<file path="src/rtl/fifo_wr_arbiter.sv">
// Round-robin arbiter sharing one FIFO write port among NUM_REQ producers, with burst lock.
// Latency: 1 arbitration cycle in IDLE, then one beat per cycle combinationally onto the FIFO port.
// Backpressure: fifo_full drops the owner's req_ready the same cycle; optional counters under FIFO_ARB_STATS_EN.
module fifo_wr_arbiter #(
  parameter int NUM_REQ   = 4,
  parameter int WIDTH     = 8,
  parameter int MAX_BURST = 4
) (
  input  logic                       clk,
  input  logic                       rst,
  input  logic [NUM_REQ-1:0]         req_valid,
  input  logic [NUM_REQ*WIDTH-1:0]   req_data,
  input  logic [NUM_REQ-1:0]         req_last,
  output logic [NUM_REQ-1:0]         req_ready,
  output logic                       fifo_wr_en,
  output logic [WIDTH-1:0]           fifo_data_in,
  input  logic                       fifo_full,
  output logic [$clog2(NUM_REQ)-1:0] grant_id,
`ifdef FIFO_ARB_STATS_EN
  output logic [NUM_REQ*16-1:0]      grant_cnt,
`endif
  output logic                       busy
);

  localparam int IDW = $clog2(NUM_REQ);
  localparam int CW  = $clog2(MAX_BURST) + 1;

  localparam logic [0:0] ST_IDLE  = 1'b0;
  localparam logic [0:0] ST_BURST = 1'b1;

  logic [0:0]     state;
  logic [IDW-1:0] rr_ptr;
  logic [IDW-1:0] owner;
  logic [CW-1:0]  beat_cnt;

  logic [IDW-1:0] pick;
  logic [IDW-1:0] idx;
  logic           found;
  logic           beat;
  logic           burst_done;
  logic [IDW-1:0] owner_next;

  logic [WIDTH-1:0] data_arr [NUM_REQ];

  for (genvar i = 0; i < NUM_REQ; i++) begin : g_unpack
    assign data_arr[i]  = req_data[i*WIDTH +: WIDTH];
    assign req_ready[i] = (state == ST_BURST) && (owner == IDW'(i)) && !fifo_full;
  end

  // Scan starting at rr_ptr, wrapping explicitly since NUM_REQ need not be a power of 2.
  always_comb begin
    pick  = rr_ptr;
    found = 1'b0;
    idx   = rr_ptr;
    for (int k = 0; k < NUM_REQ; k++) begin
      if (!found && req_valid[idx]) begin
        pick  = idx;
        found = 1'b1;
      end
      idx = (idx == IDW'(NUM_REQ - 1)) ? '0 : idx + IDW'(1);
    end
  end

  assign beat         = (state == ST_BURST) && req_valid[owner] && !fifo_full;
  assign burst_done   = req_last[owner] || (beat_cnt == CW'(MAX_BURST - 1));
  assign owner_next   = (owner == IDW'(NUM_REQ - 1)) ? '0 : owner + IDW'(1);
  assign fifo_wr_en   = beat;
  assign fifo_data_in = beat ? data_arr[owner] : '0;
  assign grant_id     = owner;
  assign busy         = (state == ST_BURST);

  always_ff @(posedge clk) begin
    if (rst) begin
      state    <= ST_IDLE;
      rr_ptr   <= '0;
      owner    <= '0;
      beat_cnt <= '0;
    end else begin
      case (state)
        ST_IDLE: begin
          if (found) begin
            owner    <= pick;
            beat_cnt <= '0;
            state    <= ST_BURST;
          end
        end
        ST_BURST: begin
          // Without a beat the lock, owner and count are all held.
          if (beat) begin
            if (burst_done) begin
              beat_cnt <= '0;
              state    <= ST_IDLE;
              rr_ptr   <= owner_next;
            end else begin
              beat_cnt <= beat_cnt + CW'(1);
            end
          end
        end
        default: state <= ST_IDLE;
      endcase
    end
  end

`ifdef FIFO_ARB_STATS_EN
  for (genvar i = 0; i < NUM_REQ; i++) begin : g_stats
    logic [15:0] cnt;
    always_ff @(posedge clk) begin
      if (rst) begin
        cnt <= '0;
      end else if (beat && (owner == IDW'(i)) && (cnt != 16'hFFFF)) begin
        cnt <= cnt + 16'd1;
      end
    end
    assign grant_cnt[i*16 +: 16] = cnt;
  end
`endif

endmodule
</file>
<file path="config.mk">
export PLATFORM = sky130hd
export DESIGN_NAME = fifo_wr_arbiter
export DESIGN_NICKNAME = d
export VERILOG_FILES = /design/src/rtl/fifo_wr_arbiter.sv
export SDC_FILE = /design/constraint.sdc
export NUM_CORES = 1
export LEC_CHECK = 0
export ABC_AREA = 0
export CAP_MARGIN = 40
export CORE_MARGIN = 2
export CORE_UTILIZATION = 40
export DETAILED_ROUTE_END_ITERATION = 8
export GPL_TIMING_DRIVEN = 0
export HOLD_SLACK_MARGIN = 0.1
export PLACE_DENSITY = 0.78
export SLEW_MARGIN = 20
export SYNTH_ARGS = -nofsm -noshare
export SYNTH_HDL_FRONTEND = slang
export SYNTH_SLANG_ARGS = --single-unit
</file>
<file path="constraint.sdc">
create_clock -name clk -period 2.6 [get_ports clk]
set_input_delay 0.52 -clock clk [delete_from_list [all_inputs] [get_ports clk]]
set_output_delay 0.52 -clock clk [all_outputs]
set_load 0.01 [all_outputs]
</file>
==> results of run 1 <==
-- synthesized netlist by cell type, drive strengths merged --
master / instances / area share (%)
and2: 12 / 6.7
mux2i: 11 / 9.8
nor2: 10 / 4.2
mux4: 9 / 18
dfxtp: 8 / 14
ha: 7 / 7.8
buf: 6 / 3.2
inv: 5 / 1.7
nand2: 5 / 1.9
a21oi: 4 / 2.8
mux2: 4 / 4.4
a32o: 3 / 2.7
nand2b: 3 / 1.7
o211ai: 3 / 2.5
o21ai: 3 / 1.3
a31o: 2 / 1.6
nand3: 2 / 0.89
nor4b: 2 / 1.6
o22ai: 2 / 1.1
a2111oi: 1 / 1.3
a21boi: 1 / 0.67
a221o: 1 / 0.89
a32oi: 1 / 0.78
and2b: 1 / 0.67
and3: 1 / 0.56
clkbuf: 1 / 0.33
nor3: 1 / 0.45
nor4: 1 / 0.56
o21bai: 1 / 0.67
o311ai: 1 / 0.78
o31ai: 1 / 0.67
or2: 1 / 0.56
or3: 1 / 0.56
xnor2: 1 / 0.78
xor2: 1 / 1.5
-- power groups by stage --
stage / logic [mW] / clock network [mW] / registers [mW]
finish: 0.306 / 0.0950 / 0.147
global route: 0.329 / 0.102 / 0.149
CTS: 0.305 / 0.0970 / 0.147
detailed placement: 0.298 / 0 / 0.148
global placement: 0.292 / 0 / 0.148
floorplan: 0.168 / 0 / 0.147
-- kinds of logic after synthesis --
group           after synthesis  share of synthesized area, %
simple gates                 40                         20.34
compound gates               24                         17.77
mux                          24                         32.29
buf+inv                      12                         5.250
flops                         8                         14.30
fa+ha+maj                     7                         7.821
xor+xnor                      2                         2.235
-- per-layer routing --
layer	global-route usage, %	vias up
li1	-	576
met5	0	-
met4	4.983	0
met3	3.226	5
met2	38.42	64
met1	26.67	535
-- tightest hold or removal path, cell delays in order, from the launching register on --
cell,delay (ns)
dfxtp_1,0.29
inv_1,0.07
a2111oi_2,0.06
-- registers in the layout, indices dropped and copies added, names as in the netlist --
signal and cells:
busy 1, beat_cnt 3, rr_ptr 2, grant_id 2
-- area by class of cell --
| type | instances | area, um^2 | share of cell area (%) |
|---|---|---|---|
| clock buffers | 3 | 22.52 | 1.253 |
| multi-input cells | 97 | 910.9 | 50.66 |
| inverters | 5 | 21.27 | 1.183 |
| well taps | 31 | 38.79 | 2.157 |
| plain buffers | 7 | 50.05 | 2.784 |
| repair buffers | 59 | 589.3 | 32.78 |
| flip-flops and latches | 8 | 165.2 | 9.186 |
-- worst paths after layout --
path,to,slack (ns),depth (start not counted)
max reg2reg,grant_id[1],0.48,8
max,fifo_data_in[3],0.04,6
min reg2reg,beat_cnt[2],0.48,2
min,beat_cnt[2],0.48,2
-- metrics by stage --
step	hold WS (ns)	TNS, ns	worst slack, ns	cell area [um^2]	instances
2_1_floorplan	0.4537	0	0.5475	1120	117
3_3_place_gp	0.4648	-4.463	-0.5161	1729	205
3_5_place_dp	0.4778	-4.577	-0.5508	1729	205
4_1_cts	0.4869	0	0.01389	1782	209
5_1_grt	0.5084	-0.007125	-0.003758	1798	210
6_report	0.4804	0	0.04003	1798	210
-- repair_timing --
| action | 4_1_cts | 5_1_grt |
|---|---|---|
| setup endpoints to repair | 11 | 8 |
| buffers inserted | 1 | 1 |
| hold buffers | 0 | 0 |
| gates resized for setup | 18 | 6 |
| pin swaps | 1 | 0 |
| gates cloned | 0 | 0 |
==> run summary, run 1 <==
start of the worst register-to-register path -> rr_ptr[1]
CORE AREA -> 2710 um^2
Slew Viols, Final -> 0
CTS tree -> done
top routing layer used -> met4
Die Wd -> 56.91 um
DRT Wirelength -> 3342 um
most common cell after layout, fill and taps aside -> clkdlybuf4s50_1
post-synthesis sequential area ratio -> 14.30%
drt drc -> 0
DR WL met3 -> 282 um
Post-Syn Nets -> 167
hold crit path type -> register to register
post-route ant nets -> 0
Top cell by count, worst path -> clkdlybuf4s50_1
cell chosen for the clock root -> clkbuf_4
WP data required -> 2.08 ns
TritonCTS Sinks -> 8
Synth cell types -> 44
Layout area overhead -> 60.56%
slew margin rel. -> 73.54%
Routed WL per cell -> 15.91 um
1st-iter DRT viols -> 68
vias in the first global route -> 1200
DRT met1 WL -> 1397 um
Pleak -> 0.6723 nW
CP Cell Sequence -> clkdlybuf4s50_1, and2b_2, o211ai_4, inv_4, and2_1, clkdlybuf4s50_1
Die Ht -> 56.91 um
H-Tree Depth -> 1
Final Util -> 66.34%
Critical Path Start -> fifo_full
Syn Inst Count -> 117
starting density of the core -> 41.32%
Routability Congestion -> 0.8308
Buf+Inv Stages, Crit Path -> 3
HP Start -> beat_cnt[2]
CP max stage delay -> 0.53 ns
routed vias -> 1180
CP top delay family -> buffers and inverters
worst-margin pin slew -> 0.3859 ns
FMAX -> 0.3906 GHz
Yosys warning count -> 0
worst endpoint data arrival time -> 2.04 ns
# rows -> 19
hold violation count in the final report -> 0
layout cell share with drive strength beyond 1 -> 21.23%
most frequent cells in the layout -> clkdlybuf4s50_1, and2_1, mux2i_1, mux4_2, nor2_1
Worst VDD drop -> 0.0001833 V
Worst Skew -> 0.002749 ns
Final HPWL DP -> 2752 um
Clock Power Share -> 17.4%
antenna diode count -> 0
CP Launch Type -> input pin
Port-buffer cells -> 57
Final Setup Violations -> 0
Power, Total -> 547.3 uW
Power per Cell Area -> 304.4 nW/um^2
Initial DRT Pass Iterations -> 4
Reg clk slew, reported paths -> 0.05 ns
Comb pwr share -> 55.8%
largest net degree at the start of global routing -> 11
Synth Register Bits -> 8
Worst Path Class, Setup -> input pin to primary output
Filler cells -> 231
post-route minimum period -> 2.560 ns
Overflow after GRT -> 0
vias per inst -> 5.619
outcome -> finished, final reports clean
die area -> 3239 um^2
initial antenna violation count -> 0
IO Count -> 59
type of destination of the critical path -> primary output
global-route wire length before repair -> 5526 um
CTS max path bufs -> 2
worst skew pair latency -> 0.25 ns
Seq pwr share -> 26.8%
number of CTS-inserted buffers -> 3
gr usage total -> 21.35%
Sw Share -> 33.33%
crit path max fanout -> 10
Final Cycle Share -> 98.46%
crit path max-delay cell type -> clkdlybuf4s50_1
Avg Inst Size Synth -> 9.571 um^2
WL met2 -> 1629 um
Max-cap violations -> 0
P_int -> 364.9 uW
nets@finish -> 231
NetSw -> 182.4 uW
mapped cell area -> 1120 um^2
Power figures use the tool's default switching activity.
==> run 2: changes to the inputs <==
SLEW_MARGIN = 0   (was 20)
==> results of run 2 <==
Final layout, timing and power as in run 1 (identical DEF).
==> run 3: changes to the inputs <==
CAP_MARGIN = unset   (was 40)
==> results of run 3 <==
Final layout, timing and power as in run 1 (identical DEF).
